==> src/rtl/toggle_energy_monitor.sv <==
// rtl/toggle_energy_monitor.sv - counts net transitions over a window and reports switching energy
// IDLE -> MEASURE (N comparisons) -> DONE (one-cycle pulse) -> IDLE.
module toggle_energy_monitor #(
  parameter int WIDTH   = 4,
  parameter int VOLTAGE = 5,
  parameter int CAP_PF  = 50
) (
  input  logic             clk,
  input  logic             reset_L,
  input  logic [WIDTH-1:0] mon_in,
  input  logic             start,
  input  logic [7:0]       window,
  output logic             busy,
  output logic             done,
  output logic [11:0]      toggles,
  output logic [23:0]      energy_pj,
  output logic [1:0]       hot_bit
);

  typedef enum logic [1:0] {IDLE, MEASURE, DONE} state_t;

  localparam logic [23:0] ENERGY_K = 24'(VOLTAGE * VOLTAGE * CAP_PF);

  state_t           state_q, state_d;
  logic [WIDTH-1:0] prev_q, prev_d;
  logic [7:0]       cnt_q, cnt_d;
  logic [7:0]       bit_cnt_q [WIDTH];
  logic [7:0]       bit_cnt_d [WIDTH];
  logic [11:0]      total_q, total_d;
  logic [11:0]      toggles_q, toggles_d;
  logic [23:0]      energy_q, energy_d;
  logic [1:0]       hot_q, hot_d;
  logic             busy_q, busy_d;
  logic             done_q, done_d;

  logic [WIDTH-1:0] diff;
  logic [7:0]       bit_inc [WIDTH];
  logic [15:0]      total_sum;
  logic [11:0]      total_inc;
  logic [7:0]       max_c;
  logic [1:0]       hot_c;

  // Counts as they will stand after this edge's comparison, so the DONE edge includes it.
  always_comb begin
    diff      = mon_in ^ prev_q;
    total_sum = {4'd0, total_q};
    max_c     = 8'd0;
    hot_c     = 2'd0;
    for (int i = 0; i < WIDTH; i++) begin
      bit_inc[i] = (diff[i] && bit_cnt_q[i] != 8'hFF) ? bit_cnt_q[i] + 8'd1 : bit_cnt_q[i];
      total_sum  = total_sum + 16'(diff[i]);
    end
    total_inc = (total_sum > 16'd4095) ? 12'hFFF : total_sum[11:0];
    // Strict compare keeps the lowest index on ties.
    for (int i = 0; i < WIDTH; i++) begin
      if (bit_inc[i] > max_c) begin
        max_c = bit_inc[i];
        hot_c = i[1:0];
      end
    end
  end

  always_comb begin
    state_d   = state_q;
    prev_d    = prev_q;
    cnt_d     = cnt_q;
    bit_cnt_d = bit_cnt_q;
    total_d   = total_q;
    toggles_d = toggles_q;
    energy_d  = energy_q;
    hot_d     = hot_q;
    case (state_q)
      IDLE: begin
        if (start) begin
          prev_d    = mon_in;
          cnt_d     = window;
          bit_cnt_d = '{default: '0};
          total_d   = 12'd0;
          if (window == 8'd0) begin
            state_d   = DONE;
            toggles_d = 12'd0;
            energy_d  = 24'd0;
            hot_d     = 2'd0;
          end else begin
            state_d = MEASURE;
          end
        end
      end
      MEASURE: begin
        prev_d    = mon_in;
        cnt_d     = cnt_q - 8'd1;
        bit_cnt_d = bit_inc;
        total_d   = total_inc;
        if (cnt_q == 8'd1) begin
          state_d   = DONE;
          toggles_d = total_inc;
          energy_d  = ENERGY_K * {12'd0, total_inc};
          hot_d     = hot_c;
        end
      end
      DONE:    state_d = IDLE;
      default: state_d = IDLE;
    endcase
    busy_d = (state_d == MEASURE);
    done_d = (state_d == DONE);
  end

  always_ff @(posedge clk or negedge reset_L) begin
    if (!reset_L) begin
      state_q   <= IDLE;
      prev_q    <= '0;
      cnt_q     <= 8'd0;
      bit_cnt_q <= '{default: '0};
      total_q   <= 12'd0;
      toggles_q <= 12'd0;
      energy_q  <= 24'd0;
      hot_q     <= 2'd0;
      busy_q    <= 1'b0;
      done_q    <= 1'b0;
    end else begin
      state_q   <= state_d;
      prev_q    <= prev_d;
      cnt_q     <= cnt_d;
      bit_cnt_q <= bit_cnt_d;
      total_q   <= total_d;
      toggles_q <= toggles_d;
      energy_q  <= energy_d;
      hot_q     <= hot_d;
      busy_q    <= busy_d;
      done_q    <= done_d;
    end
  end

  assign busy      = busy_q;
  assign done      = done_q;
  assign toggles   = toggles_q;
  assign energy_pj = energy_q;
  assign hot_bit   = hot_q;

endmodule

==> config.mk <==
export PLATFORM = sky130hd
export DESIGN_NAME = toggle_energy_monitor
export DESIGN_NICKNAME = d
export VERILOG_FILES = /design/src/rtl/toggle_energy_monitor.sv
export SDC_FILE = /design/constraint.sdc
export NUM_CORES = 1
export LEC_CHECK = 0
export BUFFER_PORTS_ARGS = -buffer_cell sky130_fd_sc_hd__buf_2
export CAP_MARGIN = 10
export CELL_PAD_IN_SITES_DETAIL_PLACEMENT = 1
export CELL_PAD_IN_SITES_GLOBAL_PLACEMENT = 1
export CORE_ASPECT_RATIO = 1.75
export CORE_MARGIN = 2
export CORE_UTILIZATION = 35
export CTS_CLUSTER_DIAMETER = 60
export DETAILED_ROUTE_END_ITERATION = 10
export PLACE_DENSITY = 0.75
export SETUP_SLACK_MARGIN = 0.4
export SLEW_MARGIN = 30
export SYNTH_ARGS = -nofsm -noshare
export SYNTH_HDL_FRONTEND = slang
export SYNTH_SLANG_ARGS = --single-unit
export TNS_END_PERCENT = 1
==> constraint.sdc <==
create_clock -name clk -period 6.75 [get_ports clk]
set_clock_uncertainty 0.1 [all_clocks]
set_input_delay 1.35 -clock clk [delete_from_list [all_inputs] [get_ports clk]]
set_output_delay 1.35 -clock clk [all_outputs]
set_load 0.05 [all_outputs]
; After elaboration in Yosys (flattened, before gate mapping)
; Index checks and enable logic that the tools add are counted.
[totals]
register_bits = 98
input_bits = 15
output_inout_bits = 40
wordCells = 84
[op_classes]
add_sub_neg = 9
mul = 1
magnitude_cmp = 5
eq_ne = 11
mux = 35
bitwise_logic = 1
reduce_logical = 9
[op_table]
columns = operator, n
row1 = 24-bit 2-to-1 mux, 3
row2 = 8-bit 2-to-1 mux, 8
row3 = 32-bit one-hot mux with 2 select lines, 1
row4 = 12-bit 2-to-1 mux, 5
row5 = 12-bit one-hot mux with 2 select lines, 2
row6 = 24-bit one-hot mux with 2 select lines, 1
row7 = "8-bit by 1-bit adder with 8-bit output, second input constant", 4
row8 = 32-bit 2-to-1 mux, 1
row9 = "8-bit inequality test, second input constant", 4
row10 = 8-bit > comparator, 3
row11 = "10-bit by 12-bit multiplier with 22-bit output, first input constant", 1
row12 = 15-bit by 1-bit adder with 16-bit output, 1
row13 = "16-bit by 12-bit > comparator with 1-bit output, second input constant", 1
row14 = 2-bit 2-to-1 mux, 8
row15 = 8-bit one-hot mux with 2 select lines, 1
row16 = 14-bit by 1-bit adder with 15-bit output, 1
row17 = 13-bit by 1-bit adder with 14-bit output, 1
row18 = 12-bit by 1-bit adder with 13-bit output, 1
row19 = "8-bit by 1-bit equality test with 1-bit output, second input constant", 1
row20 = "8-bit by 1-bit > comparator with 1-bit output, second input constant", 1
row21 = 8-bit zero test, 1
row22 = 2-bit one-hot mux with 2 select lines, 2
row23 = 4-bit one-hot mux with 2 select lines, 1
row24 = "8-bit by 1-bit subtractor with 8-bit output, second input constant", 1
row25 = other kinds (11), 17

; Logic depth before layout (Yosys ltp)
[logic_depth]
word_depth = 13
mapped_depth = 29
mapped_depth_nobuf = 29

; Worst setup path after synthesis
; Ideal clock, no wire load.
[synth_timing]
path_kind = input to register
from = input mon_in[0]
to = register energy_q[21] (netlist: energy_pj[21])
setup_ns = 0.131
arrival_ns = 7.509
slack_ns = -0.991
stages = 25
n_path_buf = 0
cell_sequence = xor2_2 -> inv_2 -> fa_1 -> inv_1 -> fa_1 -> fa_1 -> nand2_1 -> nor2_1 -> and3_1 -> o21ai_0 -> inv_1 -> fa_1 -> ha_1 -> inv_1 -> fa_1 -> inv_1 -> ha_1 -> ha_1 -> ha_1 -> nand3_1 -> nor4_1 -> or2_1 -> o31ai_4 -> and4_1 -> or3_1
[synth_via]
elab_chain_cells = 10
[synth_lines]
columns = element, line
row1 = from (decl), 10  ; input logic [WIDTH-1:0] mon_in,
row2 = 4-bit bitwise XOR *, 45  ; diff = mon_in ^ prev_q;
row3 = 12-bit by 1-bit adder with 13-bit output *, 51  ; total_sum = total_sum + 16'(diff[i]);
row4 = 13-bit by 1-bit adder with 14-bit output *, 51
row5 = 14-bit by 1-bit adder with 15-bit output *, 51
row6 = 15-bit by 1-bit adder with 16-bit output *, 51
row7 = 16-bit by 12-bit > comparator with 1-bit output, 53  ; total_inc = (total_sum > 16'd4095) ? 12'hFFF : total_sum[11:0];
row8 = 12-bit 2-to-1 mux *, 53
row9 = 10-bit by 12-bit multiplier with 22-bit output *, 97  ; energy_d = ENERGY_K * {12'd0, total_inc};
row10 = 24-bit 2-to-1 mux *, 94  ; if (cnt_q == 8'd1) begin
row11 = 24-bit one-hot mux with 2 select lines *, 72  ; case (state_q)
row12 = to (signal assigned), 127  ; energy_q <= energy_d;
row13 = to (decl), 31  ; logic [23:0] energy_q, energy_d;
; Mark *: on every way between the ends. The rest lies on a longest branch, timed or not. The select of a mux whose other input is x is not followed.
; A chain may end at the register's enable or synchronous reset.

; Worst setup path after layout
[layout_timing]
from = input mon_in[0]
to = register energy_q[22] (netlist: energy_pj[22])
; The elaborated chain is that of the path after synthesis.

==> impl_metrics.ini <==
[run_status]
status = complete, but fails checks
violations = setup timing

[drt]
drt-total-wl_mm = 23.3
dr_total_vias = 6672
via_per_inst = 5.42
drc_errors = 0
drt_iter0_drc = 237
ant_nets = 0
post_drt_wl_per_cell_um = 18.9
dr.pass1.iters = 4

[critical_path]
r2r_end = energy_pj[22]$_DFFE_PN0P_
reg2reg_depth = 28
startpoint_type = input port
critPathCapture = energy_pj[22]$_DFFE_PN0P_
cp_slowest_cell = fa_1
critPathMaxFanout = 5
critical_path_class = input port to flip-flop
cp-startpoint = mon_in[0]
cp_common_cell = inv_2
r2r_setup_slack_ns = 0.22
cp.arrival_ns = 7.28
r2r_start = prev_q[0]$_DFFE_PN0P_
slowest_delay_ns = 0.55
cp.required_ns = 6.93
crit_path_end_kind = flip-flop

[cells_and_area]
final_cell_mix = nand2_1, buf_4, dfrtp_1, inv_1, ha_1
final_common_cell = nand2_1
syn2layout_area_growth_pct = 25.5
antennaDiodeCount = 0
fin_nets = 1105
drive_gt1_share_pct = 26.3

[floorplan]
start_util_pct = 35.7
io_pins = 55
rows = 70
coreArea_sq_mm = 0.0210
die_w_um = 115
die_y_um = 198
dieArea_sq_mm = 0.0227

[place]
gp_congestion = 0.862
dpl.hpwl_mm = 17.7
port_buffers = 52

[synth]
syn_avg_cell_area_sq_um = 8.89
synthFlopType = dfrtp_1
ys_types = 66
synthArstFlopShare_pct = 100
yosysSeqAreaShare_pct = 30.7
synth_area_sq_mm = 0.00751
yosysWarnings = 0
synth_edf_count = 0
ys_seq_elements = 92
synth_cells = 844

[clock_tree]
clk_latency_ns = 0.37
htreeDepth = 3
path_clk_slew_ns = 0.08
cts_tree = built
root_buffer = clkbuf_16
postCtsHoldBufs = 0
cts_max_path_buffers = 2
cts_buffers = 9
clock_sinks = 92

[timing]
fin_hold_ws_ns = 0.376
drv_slew = 0
hold_viol = 0
rsz0062_at_grt = true
timing.final.ws_setup_ns = -0.347
clock.fmax_ghz = 0.141
slew_headroom_pct = 44.5
finalCriticalPeriod_ns = 7.10
tightestPinTransition_ns = 0.833
setup_viol = 8
post-route-period-util_pct = 105

[grt]
antenna_found_initial = 0
grt_pass1_vias = 7395
grt_start_max_net_pins = 59
grt_pass1_wl_mm = 37.4
overflow = 0
grtUsageTotal_pct = 21.3

[run]
maxCapViolations = 0

[hold_path]
hp-class = flip-flop to flip-flop
==> metrics by stage <==
stage | setup TNS, ns | setup slack (ns) | area, sq um | instances | util, %
2_1_floorplan | -1.92 | -0.390 | 7670 | 845 | -
3_3_place_gp | -6.22 | -0.691 | 8810 | 1209 | 41.9
3_5_place_dp | -8.20 | -0.858 | 8810 | 1209 | 41.9
4_1_cts | -1.39 | -0.309 | 9300 | 1231 | 44.2
5_1_grt | -4.49 | -0.630 | 9420 | 1232 | 44.8
6_report | -1.83 | -0.347 | 9420 | 1232 | 44.8
==> repair_timing <==
item,in CTS,in global routing
setup buffers,6,1
pin swaps,23,12
setup endpoints to repair,15,15
gates resized for setup,29,26
==> critical path: cells and delay by family <==
family | cells | cell delay (ns)
fa+ha+maj | 9 | 3.59
compound gates | 6 | 1.24
buf+inv | 10 | 0.61
xor+xnor | 2 | 0.24
simple gates | 2 | 0.23
==> how the worst min path moves through the flow <==
stage	start	to	slack [ns]	cells past startpoint
2_1_floorplan	prev_q[2]$_DFFE_PN0P_	prev_q[2]$_DFFE_PN0P_	0.36	2
3_3_place_gp	hot_bit[1]$_DFFE_PN0P_	hot_bit[1]$_DFFE_PN0P_	0.36	2
3_5_place_dp	energy_pj[12]$_DFFE_PN0P_	energy_pj[12]$_DFFE_PN0P_	0.37	2
4_1_cts	energy_pj[12]$_DFFE_PN0P_	energy_pj[12]$_DFFE_PN0P_	0.38	2
5_1_grt	energy_pj[16]$_DFFE_PN0P_	energy_pj[16]$_DFFE_PN0P_	0.41	2
6_report	energy_pj[12]$_DFFE_PN0P_	energy_pj[12]$_DFFE_PN0P_	0.38	2
==> logic make-up after synthesis <==
family,after synthesis,synth area share (%)
AOI/OAI and AO/OA,193,16.9
and+or+nand+nor,252,15.9
adders and majority gates,115,21.8
buffers and inverters,129,6.78
other,1,0.0500
xor gates and xnor gates,43,5.22
muxes,19,2.63
DFF,92,30.7
==> cells in the mapped netlist, types with 3 or more instances <==
master     instances  area share (%)
a211oi_1           5            0.50
a21o_1            10             1.0
a21oi_1           39             2.6
a22o_1             6            0.70
a31oi_1            5            0.42
and3_1             9            0.75
and4_1             5            0.58
buf_4              6            0.60
clkbuf_1          24             1.2
dfrtp_1           92              31
fa_1              26             6.9
ha_1              89              15
inv_1             94             4.7
inv_2              3            0.15
mux2_2             6            0.90
mux2i_1           13             1.7
nand2_1          110             5.5
nand2b_1           9            0.75
nand3_1           34             2.3
nand4_1           13             1.1
nor2_1            41             2.1
nor3_1             4            0.27
nor4_1             5            0.42
o211ai_1           5            0.50
o21a_1             9            0.90
o21ai_0           68             4.5
o21ai_1            4            0.27
o21bai_1           4            0.40
o22ai_1            3            0.25
o2bb2ai_1          5            0.58
o311ai_0           3            0.35
o31ai_1            7            0.70
or3_1              3            0.25
or4_1              3            0.30
xnor2_1           20             2.3
xor2_1            21             2.5
==> registers in the layout, indices dropped and copies added (netlist names) <==
signal     count
toggles       12
busy           1
total_q       12
hot_bit        2
bit_cnt_q     32
cnt_q          8
energy_pj     18
prev_q         4
state_q        2
done           1
==> layout make-up <==
type | count | area [sq um]
clock inverter | 7 | 91.3
fill | 2462 | 11600
clock buffer | 9 | 225
sequential | 92 | 2300
multi-input combinational | 624 | 5090
timing repair buffer | 151 | 1020
tap | 252 | 315
inverter | 97 | 372
==> per-layer routing <==
metal  routed length (um)  track usage (%)
met1                 8190             20.9
met2                14100             44.2
met3                  338             2.14
met4                  671             7.63
met5                    0                0
Power is not shown: default switching activity piles up to over one toggle a cycle in this logic, so the estimate is an artifact.
